### src/rtl/uart_mmio.sv
// Memory-mapped 8N1 UART: TX byte FIFO plus serialiser, combinational read port.
// Define UART_MMIO_RX_EN to build the receiver; without it the RX registers read as zero.
module uart_mmio #(
  parameter logic [31:0] BASE_ADDR = 32'h1000_0000,
  parameter logic [15:0] BAUD_DIV  = 16'd434,
  parameter int unsigned TX_DEPTH  = 8
) (
  input  logic        clk,
  input  logic        rst,
  input  logic [31:0] bus_i_daddr,
  input  logic [3:0]  bus_i_dwmask,
  input  logic [31:0] bus_i_dwdata,
  output logic [31:0] bus_o_drdata,
  output logic        bus_o_hit,
  output logic        uart_o_tx,
  input  logic        uart_i_rx
);
  localparam int unsigned PW = (TX_DEPTH > 1) ? $clog2(TX_DEPTH) : 1;
  localparam int unsigned CW = PW + 1;
  localparam logic [CW-1:0] FULL_CNT = CW'(TX_DEPTH);

  typedef enum logic [1:0] {TX_IDLE, TX_START, TX_DATA, TX_STOP} tx_st_t;

  logic [1:0]    w_off;
  logic          w_push, w_rxd_wr, w_st_clr, w_div_lo, w_div_hi;
  logic [15:0]   r_div, w_div_eff, w_bit_rld;
  logic [7:0]    r_mem [TX_DEPTH];
  logic [PW-1:0] r_wp, r_rp;
  logic [CW-1:0] r_cnt;
  logic          w_full, w_fifo_empty, w_pop, w_push_ok;
  logic          r_tx_ovf;
  tx_st_t        r_tx_st;
  logic [15:0]   r_tx_cnt;
  logic [2:0]    r_tx_bit;
  logic [7:0]    r_tx_sh;
  logic          r_tx;
  logic          w_tx_busy, w_tx_empty;
  logic          w_rx_valid, w_rx_ovr, w_rx_ferr;
  logic [7:0]    w_rx_data;
  logic          w_unused;

  // Address decode; offset bits [1:0] are ignored.
  assign bus_o_hit = (bus_i_daddr[31:4] == BASE_ADDR[31:4]);
  assign w_off     = bus_i_daddr[3:2];
  assign w_push    = bus_o_hit && (w_off == 2'd0) && bus_i_dwmask[0];
  assign w_rxd_wr  = bus_o_hit && (w_off == 2'd1) && (bus_i_dwmask != 4'd0);
  assign w_st_clr  = bus_o_hit && (w_off == 2'd2) && bus_i_dwmask[0];
  assign w_div_lo  = bus_o_hit && (w_off == 2'd3) && bus_i_dwmask[0];
  assign w_div_hi  = bus_o_hit && (w_off == 2'd3) && bus_i_dwmask[1];

  always_ff @(posedge clk or negedge rst) begin
    if (!rst) begin
      r_div <= BAUD_DIV;
    end else begin
      if (w_div_lo) r_div[7:0]  <= bus_i_dwdata[7:0];
      if (w_div_hi) r_div[15:8] <= bus_i_dwdata[15:8];
    end
  end

  assign w_div_eff = (r_div == 16'd0) ? 16'd1 : r_div;
  assign w_bit_rld = w_div_eff - 16'd1;

  // A full FIFO still accepts a push when a pop frees a slot in the same cycle.
  assign w_full       = (r_cnt == FULL_CNT);
  assign w_fifo_empty = (r_cnt == '0);
  assign w_pop        = !w_fifo_empty &&
                        ((r_tx_st == TX_IDLE) || ((r_tx_st == TX_STOP) && (r_tx_cnt == 16'd0)));
  assign w_push_ok    = w_push && (!w_full || w_pop);

  always_ff @(posedge clk) begin
    if (w_push_ok) r_mem[r_wp] <= bus_i_dwdata[7:0];
  end

  always_ff @(posedge clk or negedge rst) begin
    if (!rst) begin
      r_wp     <= '0;
      r_rp     <= '0;
      r_cnt    <= '0;
      r_tx_ovf <= 1'b0;
    end else begin
      if (w_push_ok) r_wp <= r_wp + PW'(1);
      if (w_pop)     r_rp <= r_rp + PW'(1);
      r_cnt <= r_cnt + CW'(w_push_ok) - CW'(w_pop);
      if (w_push && !w_push_ok)            r_tx_ovf <= 1'b1;
      else if (w_st_clr && bus_i_dwdata[4]) r_tx_ovf <= 1'b0;
    end
  end

  // TX serialiser; every bit lasts the divisor sampled at its start.
  always_ff @(posedge clk or negedge rst) begin
    if (!rst) begin
      r_tx_st  <= TX_IDLE;
      r_tx_cnt <= '0;
      r_tx_bit <= '0;
      r_tx_sh  <= '0;
      r_tx     <= 1'b1;
    end else begin
      case (r_tx_st)
        TX_IDLE: begin
          r_tx <= 1'b1;
          if (w_pop) begin
            r_tx_sh  <= r_mem[r_rp];
            r_tx_cnt <= w_bit_rld;
            r_tx     <= 1'b0;
            r_tx_st  <= TX_START;
          end
        end
        TX_START: begin
          if (r_tx_cnt == 16'd0) begin
            r_tx_cnt <= w_bit_rld;
            r_tx_bit <= 3'd0;
            r_tx     <= r_tx_sh[0];
            r_tx_st  <= TX_DATA;
          end else begin
            r_tx_cnt <= r_tx_cnt - 16'd1;
          end
        end
        TX_DATA: begin
          if (r_tx_cnt == 16'd0) begin
            r_tx_cnt <= w_bit_rld;
            if (r_tx_bit == 3'd7) begin
              r_tx    <= 1'b1;
              r_tx_st <= TX_STOP;
            end else begin
              r_tx_bit <= r_tx_bit + 3'd1;
              r_tx_sh  <= {1'b0, r_tx_sh[7:1]};
              r_tx     <= r_tx_sh[1];
            end
          end else begin
            r_tx_cnt <= r_tx_cnt - 16'd1;
          end
        end
        TX_STOP: begin
          if (r_tx_cnt == 16'd0) begin
            if (w_pop) begin
              r_tx_sh  <= r_mem[r_rp];
              r_tx_cnt <= w_bit_rld;
              r_tx     <= 1'b0;
              r_tx_st  <= TX_START;
            end else begin
              r_tx_st <= TX_IDLE;
            end
          end else begin
            r_tx_cnt <= r_tx_cnt - 16'd1;
          end
        end
        default: r_tx_st <= TX_IDLE;
      endcase
    end
  end

  assign uart_o_tx  = r_tx;
  assign w_tx_busy  = (r_tx_st != TX_IDLE);
  assign w_tx_empty = w_fifo_empty && !w_tx_busy;

`ifdef UART_MMIO_RX_EN
  typedef enum logic [1:0] {RX_IDLE, RX_START, RX_DATA, RX_STOP} rx_st_t;

  rx_st_t      r_rx_st;
  logic        r_rx_s1, r_rx_s2, r_rx_prev;
  logic [15:0] r_rx_cnt, w_half_rld;
  logic [2:0]  r_rx_bit;
  logic [7:0]  r_rx_sh, r_rx_data;
  logic        r_rx_valid, r_rx_ovr, r_rx_ferr;
  logic        w_rx_done;

  assign w_half_rld = (w_div_eff < 16'd2) ? 16'd0 : ((w_div_eff >> 1) - 16'd1);
  assign w_rx_done  = (r_rx_st == RX_STOP) && (r_rx_cnt == 16'd0);

  always_ff @(posedge clk or negedge rst) begin
    if (!rst) begin
      r_rx_s1   <= 1'b1;
      r_rx_s2   <= 1'b1;
      r_rx_prev <= 1'b1;
    end else begin
      r_rx_s1   <= uart_i_rx;
      r_rx_s2   <= r_rx_s1;
      r_rx_prev <= r_rx_s2;
    end
  end

  // RX deserialiser: half-bit delay to mid start bit, then one sample per bit.
  always_ff @(posedge clk or negedge rst) begin
    if (!rst) begin
      r_rx_st  <= RX_IDLE;
      r_rx_cnt <= '0;
      r_rx_bit <= '0;
      r_rx_sh  <= '0;
    end else begin
      case (r_rx_st)
        RX_IDLE: begin
          if (!r_rx_s2 && r_rx_prev) begin
            r_rx_cnt <= w_half_rld;
            r_rx_st  <= RX_START;
          end
        end
        RX_START: begin
          if (r_rx_cnt == 16'd0) begin
            if (r_rx_s2) begin
              r_rx_st <= RX_IDLE;
            end else begin
              r_rx_cnt <= w_bit_rld;
              r_rx_bit <= 3'd0;
              r_rx_st  <= RX_DATA;
            end
          end else begin
            r_rx_cnt <= r_rx_cnt - 16'd1;
          end
        end
        RX_DATA: begin
          if (r_rx_cnt == 16'd0) begin
            r_rx_sh  <= {r_rx_s2, r_rx_sh[7:1]};
            r_rx_cnt <= w_bit_rld;
            if (r_rx_bit == 3'd7) r_rx_st <= RX_STOP;
            else                  r_rx_bit <= r_rx_bit + 3'd1;
          end else begin
            r_rx_cnt <= r_rx_cnt - 16'd1;
          end
        end
        RX_STOP: begin
          if (r_rx_cnt == 16'd0) r_rx_st  <= RX_IDLE;
          else                   r_rx_cnt <= r_rx_cnt - 16'd1;
        end
        default: r_rx_st <= RX_IDLE;
      endcase
    end
  end

  // A completing byte beats a simultaneous RXDATA write and is then not an overrun.
  always_ff @(posedge clk or negedge rst) begin
    if (!rst) begin
      r_rx_data  <= '0;
      r_rx_valid <= 1'b0;
      r_rx_ovr   <= 1'b0;
      r_rx_ferr  <= 1'b0;
    end else begin
      if (w_rx_done) begin
        r_rx_data  <= r_rx_sh;
        r_rx_valid <= 1'b1;
      end else if (w_rxd_wr) begin
        r_rx_valid <= 1'b0;
      end
      if (w_rx_done && r_rx_valid && !w_rxd_wr) r_rx_ovr <= 1'b1;
      else if (w_st_clr && bus_i_dwdata[5])      r_rx_ovr <= 1'b0;
      if (w_rx_done && !r_rx_s2)                 r_rx_ferr <= 1'b1;
      else if (w_st_clr && bus_i_dwdata[6])      r_rx_ferr <= 1'b0;
    end
  end

  assign w_rx_valid = r_rx_valid;
  assign w_rx_ovr   = r_rx_ovr;
  assign w_rx_ferr  = r_rx_ferr;
  assign w_rx_data  = r_rx_data;
  assign w_unused   = ^{bus_i_daddr[1:0], bus_i_dwdata[31:16]};
`else
  assign w_rx_valid = 1'b0;
  assign w_rx_ovr   = 1'b0;
  assign w_rx_ferr  = 1'b0;
  assign w_rx_data  = 8'd0;
  assign w_unused   = ^{uart_i_rx, w_rxd_wr, bus_i_daddr[1:0],
                        bus_i_dwdata[31:16], bus_i_dwdata[6:5]};
`endif

  always_comb begin
    bus_o_drdata = 32'd0;
    if (bus_o_hit) begin
      case (w_off)
        2'd0: bus_o_drdata = {31'd0, w_full};
        2'd1: bus_o_drdata = {w_rx_valid, 23'd0, w_rx_data};
        2'd2: bus_o_drdata = {25'd0, w_rx_ferr, w_rx_ovr, r_tx_ovf, w_rx_valid,
                              w_tx_busy, w_tx_empty, w_full};
        default: bus_o_drdata = {16'd0, r_div};
      endcase
    end
  end

endmodule

### config.mk
export PLATFORM = sky130hd
export DESIGN_NAME = uart_mmio
export DESIGN_NICKNAME = d
export VERILOG_FILES = /design/src/rtl/uart_mmio.sv
export SDC_FILE = /design/constraint.sdc
export NUM_CORES = 1
export LEC_CHECK = 0
export ABC_AREA = 1
export ABC_CLOCK_PERIOD_IN_PS = 2500
export BUFFER_PORTS_ARGS = -buffer_cell sky130_fd_sc_hd__buf_2
export CAP_MARGIN = 20
export CORE_MARGIN = 8
export CORE_UTILIZATION = 52
export DETAILED_ROUTE_END_ITERATION = 10
export HOLD_SLACK_MARGIN = 0.05
export PLACE_DENSITY = 0.73
export SKIP_LAST_GASP = 1
export SLEW_MARGIN = 20
export SYNTH_ARGS = -nofsm -noshare
export SYNTH_HDL_FRONTEND = slang
export SYNTH_SLANG_ARGS = --single-unit
### constraint.sdc
create_clock -name clk -period 2.5 [get_ports clk]
set_input_delay 0.375 -clock clk [delete_from_list [all_inputs] [get_ports clk]]
set_output_delay 0.375 -clock clk [all_outputs]
set_load 0.02 [all_outputs]
== Word-level counts from Yosys, hierarchy flattened ==
Memories as Yosys holds them, arrays and structs flattened.
Cells that the tools add are included.
Widths: inputs -> output; s select.

* Memory bits (writable): 64
* Word-level logic and storage cells: 102
* Memories kept: 1
* Flip-flop bits (word level): 57

* Equality and inequality tests: 16
* Reductions and logical operators: 33
* Multiplexer cells: 34
* Add/sub/neg operators: 7

{| class="wikitable"
|+ Memory list
! memory !! depth !! bits a word !! rd ports !! clocked after memory_dff !! write ports !! line !! source
|-
| r_mem || 8 || 8 || 1 || 0 || 1 || 27 || <nowiki>logic [7:0] r_mem [TX_DEPTH];</nowiki>
|}

{| class="wikitable"
|+ Operator list
! operator !! number
|-
| $pmux 16 s3 || 2
|-
| $mux 16 || 5
|-
| $logic_not 16->1 || 2
|-
| $mux 8 || 4
|-
| $sub 16x1->16 const B || 2
|-
| $eq 28x25->1 const B || 1
|-
| $pmux 8 s3 || 1
|-
| $logic_and 1x1->1 || 13
|-
| $ne 2x2->1 const B || 6
|-
| $reduce_and 4->1 || 3
|-
| $mux 1 || 11
|-
| $mux 2 || 5
|-
| $add 3x1->3 const B || 3
|-
| $mux 3 || 3
|-
| $eq 2x2->1 const B || 4
|-
| $pmux 2 s4 || 1
|-
| $pmux 3 s2 || 1
|-
| $reduce_bool 2->1 || 3
|-
| $reduce_and 5->1 || 1
|-
| $add 4x1->4 || 1
|-
| $eq 2x1->1 const B || 2
|-
| $eq 4x4->1 const B || 1
|-
| $logic_not 1->1 || 4
|-
| $logic_not 2->1 || 2
|-
| 8 further kinds || 9
|}

== Depth between registers and ports, before layout ==
* Depth after elaboration: 9
* Gate-level depth with buffers: 17
* Depth with buffers taken out: 16

== Least setup slack after synthesis ==
Ideal clock, no wire load.

* Path kind: register to output
* Start: register r_tx_st[0]
* End: output bus_o_drdata[1]
* Data required time: 2125 ps
* Arrival time: 2238 ps
* Slack: -113 ps
* Stages on the path, launching flop included: 8
* Path through: dfrtp_1 inv_1 ha_1 inv_1 clkbuf_1 nor2_1 inv_1 a2111oi_0

* Longest elaborated chain between the ends: 5

{| class="wikitable"
|+ Ends and longest elaborated chain
! item !! line !! source
|-
| start: declaration || 32 || <nowiki>tx_st_t r_tx_st;</nowiki>
|-
| start signal: assignment || 92 || <nowiki>r_tx_st <= TX_IDLE;</nowiki>
|-
| start signal: assignment || 105 || <nowiki>r_tx_st <= TX_START;</nowiki>
|-
| start signal: assignment || 113 || <nowiki>r_tx_st <= TX_DATA;</nowiki>
|-
| $reduce_bool 2->1 || 153 || <nowiki>assign w_tx_busy = (r_tx_st != TX_IDLE);</nowiki>
|-
| $logic_not 1->1 || 154 || <nowiki>assign w_tx_empty = w_fifo_empty && !w_tx_busy;</nowiki>
|-
| $logic_and 1x1->1 || 154 ||
|-
| $pmux 16 s3 || 267 || <nowiki>case (w_off)</nowiki>
|-
| $mux 16 || 266 || <nowiki>if (bus_o_hit) begin</nowiki>
|-
| end: declaration || 13 || <nowiki>output logic [31:0] bus_o_drdata,</nowiki>
|}

No other way between the ends.

== Worst setup path in the final report ==
Same ends and word-level chain as after synthesis.

==> impl_metrics.prom <==
# TYPE chip_impl_metric gauge
chip_impl_metric{name="design_power",unit="uW"} 7000
chip_impl_metric{name="tritoncts_num_sinks",unit=""} 121
chip_impl_metric{name="total_grt_overflow",unit=""} 0
chip_impl_metric{name="synth-compound-area-share",unit="%"} 11.5
chip_impl_metric{name="share_clk_of_total_power",unit="%"} 34.4
chip_impl_metric{name="ys.warnings.count",unit=""} 0
chip_impl_metric{name="fin_nets",unit=""} 1000
chip_impl_info{name="worstSetupPathType",value="flop to output pin"} 1
chip_impl_metric{name="final_worst_path_setup_slack",unit="ps"} 109
chip_impl_info{name="clock_tree_from_tritoncts",value="done"} 1
chip_impl_metric{name="synthesis.area",unit="um2"} 6730
chip_impl_metric{name="port_buffers",unit=""} 67
chip_impl_metric{name="cp.required",unit="ps"} 2120
chip_impl_metric{name="path_depth",unit=""} 8
chip_impl_metric{name="comb_power_share",unit="%"} 32.8
chip_impl_metric{name="drt_iter0_drc",unit=""} 591
chip_impl_metric{name="slew_viol_final",unit=""} 0
chip_impl_metric{name="yosysTopAreaCellShare",unit="%"} 28.6
chip_impl_metric{name="start_util",unit="%"} 53.3
chip_impl_info{name="post-synth-top-area-cell",value="edfxtp_1"} 1
chip_impl_metric{name="wl_per_cell",unit="um"} 15.3
chip_impl_metric{name="totalWireLength",unit="um"} 16700
chip_impl_metric{name="floorplan.die_area",unit="um2"} 16800
chip_impl_metric{name="htreeDepth",unit=""} 4
chip_impl_metric{name="timing.reg2reg.setup_slack",unit="ps"} 160
chip_impl_info{name="worst_hold_startpoint",value="bus_i_dwdata[14]"} 1
chip_impl_info{name="destination_of_the_worst_register_to_register_timing_path",value="r_cnt[2]"} 1
chip_impl_metric{name="post_synth_xor_area_fraction",unit="%"} 2.86
chip_impl_metric{name="netSwitchingFraction",unit="%"} 35.5
chip_impl_metric{name="max_slew.worst_pin.slew",unit="ps"} 631
chip_impl_metric{name="die-width",unit="um"} 130
chip_impl_metric{name="io_pins",unit=""} 105
chip_impl_info{name="cp-end-kind",value="output pin"} 1
chip_impl_info{name="hold_path_end",value="r_div[14]"} 1
chip_impl_metric{name="viasPerCell",unit=""} 5.35
chip_impl_metric{name="power.share.sequential",unit="%"} 32.8
chip_impl_metric{name="crit_arrival",unit="ps"} 2020
chip_impl_metric{name="final_period_demand_of_the_worst_path",unit="ps"} 2390
chip_impl_metric{name="avgSynthCellArea",unit="um2"} 8.47
chip_impl_metric{name="detail-route-antenna-nets",unit=""} 0
chip_impl_metric{name="leakage_power",unit="uW"} 0.00376
chip_impl_metric{name="drive_above_1_share",unit="%"} 23.0
chip_impl_info{name="cpLargestDelayFamily",value="buffers and inverters"} 1
chip_impl_metric{name="worstSkewPairLatency",unit="ps"} 420
chip_impl_metric{name="timing_limited_maximum_frequency",unit="MHz"} 418
chip_impl_metric{name="n_fill_cell",unit=""} 1040
chip_impl_metric{name="remaining_max_slew_budget_at_the_tightest_pin",unit="%"} 57.6
chip_impl_metric{name="synthSimpleGateAreaFrac",unit="%"} 24.4
chip_impl_metric{name="post_synth_fa_ha_maj_area_fraction",unit="%"} 3.27
chip_impl_metric{name="antenna_cells_inserted",unit=""} 0
chip_impl_metric{name="synth_enable_flop_cells",unit=""} 64
chip_impl_metric{name="power-per-cell-area",unit="nW/um2"} 851
chip_impl_metric{name="vias",unit=""} 5868
chip_impl_info{name="cp_cell_sequence",value="inv_2 -> ha_2 -> inv_2 -> buf_6 -> nor2_2 -> inv_2 -> a2111oi_4 -> buf_4"} 1
chip_impl_metric{name="ys_ff_latch",unit=""} 121
chip_impl_metric{name="critPathMaxFanout",unit=""} 10
chip_impl_metric{name="internal_power",unit="uW"} 4510
chip_impl_metric{name="clock_skew",unit="ps"} 10.0
chip_impl_info{name="cp_slowest_cell",value="dfrtp_1"} 1
chip_impl_info{name="dominant_combinational_cell_family_by_area_after_synthesis",value="simple AND/OR/NAND/NOR gates"} 1
chip_impl_metric{name="grt_antenna_before_repair",unit=""} 0
chip_impl_metric{name="post_synth_mux_area_share",unit="%"} 0.223
chip_impl_metric{name="place_ws",unit="ps"} -41.0
chip_impl_info{name="yosys.cell_count.top_type",value="nand2_1"} 1
chip_impl_info{name="crit-reg2reg-launch",value="r_tx_cnt[5]"} 1
chip_impl_info{name="holdCritPathClass",value="input port to flop"} 1
chip_impl_metric{name="critPathBufInv",unit=""} 5
chip_impl_info{name="startpoint_type",value="flop"} 1
chip_impl_metric{name="placementRows",unit=""} 41
chip_impl_metric{name="worstRegToRegCells",unit=""} 13
chip_impl_metric{name="whs",unit="ps"} 185
chip_impl_metric{name="yosys.cell_types.count",unit=""} 49
chip_impl_metric{name="timing.hold.worst_path_depth",unit=""} 3
chip_impl_info{name="cts_root_buffer",value="clkbuf_16"} 1
chip_impl_metric{name="first_drt_pass_iteration_count",unit=""} 5
chip_impl_metric{name="floorplan.core_area",unit="um2"} 12600
chip_impl_metric{name="synth_cells",unit=""} 794
chip_impl_metric{name="fin_crit_sh",unit="%"} 95.7
chip_impl_metric{name="clkSlewWorstSetupHoldPaths",unit="ps"} 60
chip_impl_metric{name="grt_use_total",unit="%"} 21.1
chip_impl_metric{name="async_flop_share",unit="%"} 47.1
chip_impl_info{name="synth.area.top_cells",value="edfxtp_1 29%, dfrtp_1 19%, nand2_1 9.8%"} 1
chip_impl_info{name="synth_top_cells_by_count",value="175 x nand2_1, 106 x nor2_1, 73 x o21ai_0"} 1
chip_impl_metric{name="cts_buffers",unit=""} 17
chip_impl_metric{name="fin_cells",unit=""} 1097
chip_impl_metric{name="finalHoldViolCount",unit=""} 0
chip_impl_metric{name="sequential_element_share_of_the_synthesized_area",unit="%"} 49.9
chip_impl_metric{name="report.final.setup_viol",unit=""} 0
chip_impl_metric{name="via_count_of_the_first_global_routing_pass",unit=""} 5668
chip_impl_metric{name="crit_path_max_incr_delay",unit="ps"} 400
chip_impl_metric{name="drc_errors",unit=""} 0
chip_impl_metric{name="chipHeight",unit="um"} 130
chip_impl_metric{name="vdd.ir_drop.worst",unit="uV"} 621
chip_impl_metric{name="place_inst",unit=""} 1059
chip_impl_metric{name="p_switching",unit="uW"} 2490
chip_impl_info{name="ys.flop_type",value="edfxtp_1"} 1
chip_impl_metric{name="max_cap_viol_count",unit=""} 0
chip_impl_metric{name="grt_max_degree",unit=""} 34
chip_impl_info{name="rsz0062_at_grt",value="yes"} 1
chip_impl_info{name="outcome",value="finished, final reports clean"} 1
chip_impl_metric{name="first_pass_grt_wire_length",unit="um"} 27600
chip_impl_metric{name="gp_congestion",unit=""} 0.966
chip_impl_metric{name="clock_tree.buffer_depth",unit=""} 2
chip_impl_metric{name="dp_hpwl",unit="um"} 11800
chip_impl_metric{name="synthToLayoutAreaGrowth",unit="%"} 22.2
chip_impl_info{name="timing.critical_path.mode_cell",value="inv_2"} 1
## cells in the final DEF (no fill, tap or decap), drive strengths merged, types with 2 or more instances in the layout
master / count
a21oi: 8
buf: 124
clkbuf: 17
clkinv: 7
clkinvlp: 2
conb: 16
dfrtp: 51
dfstp: 6
edfxtp: 64
ha: 16
inv: 77
nand2: 180
nand3: 63
nand4: 6
nor2: 112
nor3: 8
nor4: 5
o211ai: 5
o21ai: 92
o21bai: 3
o221ai: 2
o22ai: 20
o31ai: 2
or2: 6
xnor2: 5
xor2: 17
## logic make-up after synthesis
family          Yosys count
simple gates            382
compound gates          137
flops                   121
buf+inv                 113
xor+xnor                 22
fa+ha+maj                17
other cells               1
mux                       1
## power groups by stage
stage	Combinational (uW)	Clock (uW)	Sequential [uW]
5_1_grt	2620	2510	2310
3_5_place_dp	2240	0	2330
2_1_floorplan	1720	0	2340
3_3_place_gp	2180	0	2330
4_1_cts	2260	2430	2290
6_report	2300	2410	2300
## cell type report
| type | instances | area (um2) | share of cell area, % |
|---|---|---|---|
| sequential | 121 | 3360 | 40.8 |
| multi-input combinational | 575 | 3010 | 36.6 |
| timing repair buffer | 125 | 779 | 9.48 |
| clock buffer | 17 | 425 | 5.17 |
| inverter | 72 | 272 | 3.30 |
| tap | 172 | 215 | 2.62 |
| clock inverter | 15 | 160 | 1.95 |
## worst register-to-register path, cell delays in order, from the launching register on
cell     delay, ps
dfrtp_2        440
nor2_2         150
nand2_2        100
nor2_4         140
nand3_2        110
nand2_2         90
nand2_2         90
nand4_4         80
nand2_1         60
ha_1           270
inv_1           40
ha_1           200
fa_2           340
xor2_1         140
## state kept, by name (all words and copies together) (netlist names)
register,flops
r_tx_bit,3
r_cnt,4
uart_o_tx,1
r_tx_sh,8
r_tx_ovf,1
r_wp,3
r_rp,3
r_div,16
r_tx_st,2
r_mem,64
r_tx_cnt,16
## through the flow
| stage | area (um2) | util [%] | TNS, ps |
|---|---|---|---|
| 6_report | 8220 | 65.2 | 0 |
| 5_1_grt | 8220 | 65.2 | -18.1 |
| 4_1_cts | 8140 | 64.5 | 0 |
| 3_5_place_dp | 7500 | 59.4 | -41.0 |
| 3_3_place_gp | 7500 | 59.4 | -14.9 |
| 2_1_floorplan | 6810 | - | 0 |
## worst max path at each step
stage                          startpoint               to  slack, ps
after floorplan               r_tx_cnt[0]         r_cnt[2]         10
after global placement    bus_i_daddr[21]         r_cnt[2]        -10
after detailed placement  bus_i_daddr[21]         r_cnt[2]        -40
after CTS                      r_tx_st[0]  bus_o_drdata[1]          6
after global routing             r_div[2]     r_tx_cnt[14]        -20
final                          r_tx_st[0]  bus_o_drdata[1]        110
## routing by layer
layer / global-route usage (%) / up-vias / share of wire (%)
met2: 32.4 / 267 / 45
met4: 8.61 / 0 / 1.9
met5: 0 / - / 0
li1: - / 2878 / -
met3: 5.30 / 32 / 8.5
met1: 28.0 / 2691 / 44
## what timing repair did
item                                    in CTS  in global routing
pin swaps                                    0                  3
endpoints found under the hold margin       20                  0
setup buffers                                3                  2
endpoints found under the setup margin       1                  6
hold buffers                                 1                  0
resized for setup                            5                 23
Note: power is estimated with default switching activity, not from simulation.
